===== config.mk =====
export PLATFORM = sky130hd
export DESIGN_NAME = fpu_result_buffer
export DESIGN_NICKNAME = d
export VERILOG_FILES = /design/src/rtl/fpu_result_buffer_pkg.sv /design/src/rtl/fpu_result_buffer.sv
export SDC_FILE = /design/constraint.sdc
export NUM_CORES = 1
export LEC_CHECK = 0
export ABC_CLOCK_PERIOD_IN_PS = 3450
export CORE_UTILIZATION = 38
export DETAILED_ROUTE_END_ITERATION = 10
export PLACE_DENSITY = 0.56
export REMOVE_ABC_BUFFERS = 1
export SETUP_SLACK_MARGIN = 0.5
export SLEW_MARGIN = 5
export SYNTH_ARGS = -nofsm -noshare
export SYNTH_HDL_FRONTEND = slang
export SYNTH_SLANG_ARGS = --single-unit
export TNS_END_PERCENT = 10

===== constraint.sdc =====
create_clock -name clk_i -period 3.45 [get_ports clk_i]
set_input_delay 1.035 -clock clk_i [delete_from_list [all_inputs] [get_ports clk_i]]
set_output_delay 1.035 -clock clk_i [all_outputs]
set_load 0.005 [all_outputs]

===== src/rtl/fpu_result_buffer_pkg.sv =====
// Shared types and defaults for the FPU result buffer: FPU status flag layout
// and the default entry count.
package fpu_result_buffer_pkg;

   localparam int unsigned DEFAULT_DEPTH = 4;
   localparam int unsigned STATUS_W      = 5;

   // Same bit order as fpnew_pkg::status_t: {NV,DZ,OF,UF,NX}, MSB first
   typedef struct packed {
      logic NV;
      logic DZ;
      logic OF;
      logic UF;
      logic NX;
   } status_t;

   function automatic status_t status_or(input status_t a, input status_t b);
      return status_t'(a | b);
   endfunction

endpackage


===== src/rtl/fpu_result_buffer.sv =====
// First-word fall-through result FIFO placed after the FPU.
// It also accumulates sticky exception flags from every accepted result.
module fpu_result_buffer
   import fpu_result_buffer_pkg::*;
#(
   parameter int unsigned DEPTH  = DEFAULT_DEPTH,
   parameter int unsigned DATA_W = 32,
   parameter int unsigned TAG_W  = 1,
   localparam int unsigned AW    = $clog2(DEPTH),
   localparam int unsigned CW    = AW + 1
) (
   input  logic              clk_i,
   input  logic              rst_ni,
   input  logic              flush_i,
   input  logic              in_valid_i,
   output logic              in_ready_o,
   input  logic [DATA_W-1:0] result_i,
   input  status_t           status_i,
   input  logic [TAG_W-1:0]  tag_i,
   output logic              out_valid_o,
   input  logic              out_ready_i,
   output logic [DATA_W-1:0] result_o,
   output status_t           status_o,
   output logic [TAG_W-1:0]  tag_o,
   output status_t           fflags_o,
   input  logic              clr_fflags_i,
   output logic [CW-1:0]     count_o
);

   logic [DATA_W-1:0] res_q  [DEPTH];
   status_t           stat_q [DEPTH];
   logic [TAG_W-1:0]  tag_q  [DEPTH];

   logic [AW-1:0] wr_ptr_q, wr_ptr_d;
   logic [AW-1:0] rd_ptr_q, rd_ptr_d;
   logic [CW-1:0] count_q, count_d;
   status_t       fflags_q, fflags_d;

   logic push, pop, push_en;
   status_t push_status;

   // Handshakes depend only on registered occupancy, never on the peer's strobe
   assign in_ready_o  = (count_q != CW'(DEPTH));
   assign out_valid_o = (count_q != '0);

   assign push    = in_valid_i & in_ready_o;
   assign pop     = out_valid_o & out_ready_i;
   assign push_en = push & ~flush_i;

   assign push_status = push_en ? status_i : status_t'('0);

   always_comb begin
      wr_ptr_d = wr_ptr_q;
      rd_ptr_d = rd_ptr_q;
      count_d  = count_q;
      if (flush_i) begin
         wr_ptr_d = '0;
         rd_ptr_d = '0;
         count_d  = '0;
      end else begin
         if (push) wr_ptr_d = wr_ptr_q + AW'(1);
         if (pop)  rd_ptr_d = rd_ptr_q + AW'(1);
         case ({push, pop})
            2'b10:   count_d = count_q + CW'(1);
            2'b01:   count_d = count_q - CW'(1);
            default: count_d = count_q;
         endcase
      end
   end

   // A clear coinciding with a push keeps only that push's flags
   always_comb begin
      if (clr_fflags_i) fflags_d = push_status;
      else              fflags_d = status_or(fflags_q, push_status);
   end

   always_ff @(posedge clk_i or negedge rst_ni) begin
      if (!rst_ni) begin
         wr_ptr_q <= '0;
         rd_ptr_q <= '0;
         count_q  <= '0;
         fflags_q <= '0;
      end else begin
         wr_ptr_q <= wr_ptr_d;
         rd_ptr_q <= rd_ptr_d;
         count_q  <= count_d;
         fflags_q <= fflags_d;
      end
   end

   // Storage is deliberately left out of reset
   always_ff @(posedge clk_i) begin
      if (push_en) begin
         res_q[wr_ptr_q]  <= result_i;
         stat_q[wr_ptr_q] <= status_i;
         tag_q[wr_ptr_q]  <= tag_i;
      end
   end

   assign result_o = res_q[rd_ptr_q];
   assign status_o = stat_q[rd_ptr_q];
   assign tag_o    = tag_q[rd_ptr_q];
   assign fflags_o = fflags_q;
   assign count_o  = count_q;

endmodule


==> results_dict.tcl <==
set metrics [dict create \
    holdBufCountCts 0 \
    period_share_pct 89.51 \
    syn_avg_cell_area_sq_um 22.59 \
    worst_ep_arrival_time_ns 2.05 \
    final_core_util_pct 51.08 \
    crit_fanout 7 \
    ios 92 \
    firstDrtPassIters 4 \
    ys_ff_latch 164 \
    drtIter0Drc 172 \
    dp_hpwl_um 7153 \
    finalSetupViolations 0 \
    syn_to_final_growth_pct 30.58 \
    wirelength_um 11960 \
    cts_num_sinks 164 \
    powerDensity_mw_per_mm2 600.4 \
    syn_inst 276 \
    rsz0062_at_grt "true" \
    syn_area_sq_mm 0.006236 \
    wire_per_inst_um 19.19 \
    globalRouteTotalUtil_pct 15.56 \
    root_buffer "clkbuf_16" \
    crit_type "register to primary output" \
    ir_drop_mv 0.3740 \
    nets 444 \
    gp_congestion 0.7164 \
    fmax_mhz 323.8 \
    cts_tree "done" \
    crit_path_end_kind "primary output" \
    cts.clk_slew.worst_paths_ns 0.06 \
    min_path_type "register to register" \
    grt_util_met3_pct 4.797 \
    floorplan.rows 46 \
    yosysUniqueCellTypes 35 \
    die_w_um 130.1 \
    worst_pin_slew_ns 0.6049 \
    gr-max-usage-layer "met2" \
    maxSlewViolCount 0 \
    grt_antenna_before_repair 0 \
    relSlewSlack_pct 59.55 \
    grt_start_max_net_pins 39 \
    ys_seq_area_share_pct 78.01 \
    via_count 3113 \
    initial_core_util_pct 39.11 \
    p_leak_nw 2.739 \
    core_sq_mm 0.01594 \
    grt_overflow 0 \
    setup-tns-final_ns 0 \
    clock_skew_ns 0.01217 \
    htree_levels 4 \
    drive_gt1_share_pct 25.31 \
    path_buf_inv 2 \
    vias_per_cell 4.997 \
    insertedDiodeCount 0 \
    cp_slowest_cell "dfrtp_4" \
    postRouteAntennaNets 0 \
    slowest_delay_ns 0.53 \
    hold_violations 0 \
    grt_pass1_wl_um 18430 \
    grt.met2_usage_pct 24.84 \
    status "finished clean" \
    maxCapViolCount 0 \
    multi_input_area_sq_mm 0.001266 \
    register_area_sq_mm 0.004872 \
    drc 0 \
    clk_latency_ns 0.42 \
    met1_usage_pct 20.02 \
    nFillCells 1296 \
    die_h_um 130.1 \
    die_area_sq_mm 0.01693 \
    cp.required_ns 2.41 \
    startpoint_type "register" \
    io_buffers 91 \
    grt_pass1_vias 3277 \
    synth_warnings 0 \
    period_minus_slack_ns 3.088 \
    path_delay_family "buffers and inverters" \
    cts_buffer_depth 2 \
    path_cells "buf_12, mux4_2, clkdlybuf4s50_1" \
    numCtsBuffers 17 \
]
[report_power, final]
part           leakage (nW)  internal [mW]  switching, mW
clock network         0.253          0.978          0.678
logic                 0.950          0.555          0.345
registers              1.54           2.27         0.0639
total                  2.74           3.80           1.09
[state kept, by name (all words and copies together), names as in the netlist]
register	count
res_q	128
stat_q	20
rd_ptr_q	2
wr_ptr_q	2
count_o	3
fflags_o	5
tag_q	4
[cell usage after synthesis]
cell	number	share of area, %
edfxtp_1	152	73
mux4_2	38	14
dfrtp_1	12	4.8
a21oi_1	7	0.56
inv_1	6	0.36
a22o_1	5	0.70
buf_4	5	0.60
clkbuf_1	5	0.30
and2_1	4	0.40
buf_2	4	0.32
ha_1	4	0.80
nand2b_1	3	0.30
nand3_1	3	0.24
nor2_1	3	0.18
o21ai_0	3	0.24
a2111oi_0	2	0.28
xor2_1	2	0.28
a21bo_1	1	0.16
a221oi_2	1	0.24
a22oi_1	1	0.12
a31oi_1	1	0.10
buf_6	1	0.18
fa_1	1	0.32
nand2_1	1	0.060
nand3b_1	1	0.12
nor3_2	1	0.16
nor3b_2	1	0.20
o22ai_1	1	0.10
o311ai_0	1	0.14
o31ai_1	1	0.12
or2_2	1	0.10
or3_1	1	0.10
or3b_2	1	0.14
or3b_4	1	0.18
xnor2_1	1	0.14
[worst paths after layout]
kind	endpoint	cells after the start	slack, ns	from
min reg2reg	fflags_o[3]	1	0.52	fflags_o[3]
min in group asynchronous	count_o[2]	1	1.00	rst_ni
max	result_o[3]	3	0.36	rd_ptr_q[0]
max reg2reg	count_o[1]	5	1.14	count_o[0]
min	fflags_o[3]	1	0.52	fflags_o[3]
max in group asynchronous	rd_ptr_q[1]	1	2.01	rst_ni
[metrics by stage]
step / worst slack, ns / hold slack (ns) / power, mW / cells / cell area (sq um)
floorplan: 0.1217 / 0.4979 / 2.751 / 261 / 6148
global route: 0.3054 / 0.5427 / 5.101 / 623 / 8143
global placement: 0.4550 / 0.5024 / 3.223 / 580 / 7505
detailed placement: 0.4520 / 0.4983 / 3.231 / 580 / 7505
finish: 0.3619 / 0.5222 / 4.889 / 623 / 8143
CTS: 0.3188 / 0.5164 / 4.952 / 623 / 8134
[logic make-up after synthesis]
| logic type | Yosys count | synth area share (%) |
|---|---|---|
| compound gates | 24 | 2.769 |
| buf+inv | 21 | 1.766 |
| mux | 38 | 13.72 |
| fa+ha+maj | 5 | 1.124 |
| simple gates | 21 | 2.187 |
| flops | 164 | 78.01 |
| xor+xnor | 3 | 0.4214 |
[worst reg2reg max path: stages, from the launching register on]
cell,delay [ns]
dfrtp_1,0.56
o31ai_1,0.52
a21oi_1,0.11
fa_1,0.54
a31oi_1,0.08
a2111oi_0,0.37
[repair_timing]
item                                    CTS  global route
setup buffers                            10             0
gates resized for setup                  55             8
gates cloned                              2             0
endpoints found under the hold margin     0             0
endpoints found under the setup margin   39            40
[per-layer routing]
metal  vias up  share of wire, %
met3        14               6.1
met5         -                 0
met2        88                49
met4         0               1.5
li1       1390                 -
met1      1621                43
[cells in the final DEF (no fill, tap or decap), types with 3 or more instances in the layout]
| cell | n |
|---|---|
| a21oi_1 | 7 |
| a22o_1 | 5 |
| and2_2 | 4 |
| buf_12 | 8 |
| buf_2 | 4 |
| buf_4 | 8 |
| buf_6 | 7 |
| clkbuf_1 | 7 |
| clkbuf_16 | 17 |
| clkdlybuf4s50_1 | 56 |
| clkinv_2 | 5 |
| dfrtp_1 | 10 |
| dlygate4sd2_1 | 27 |
| edfxtp_1 | 152 |
| ha_1 | 4 |
| inv_1 | 6 |
| mux4_2 | 38 |
| nand2b_1 | 3 |
| nand3_1 | 3 |
| nor2_1 | 3 |
| o21ai_0 | 3 |
[area by class of cell]
class	instances	area share (%)
flip-flops and latches	164	59.83
clock inverters	7	0.7222
clock buffers	24	5.547
inverters	6	0.2766
repair buffers	115	14.75
multi-input cells	91	15.55
well taps	216	3.319
(Power assumes the default switching activity.)
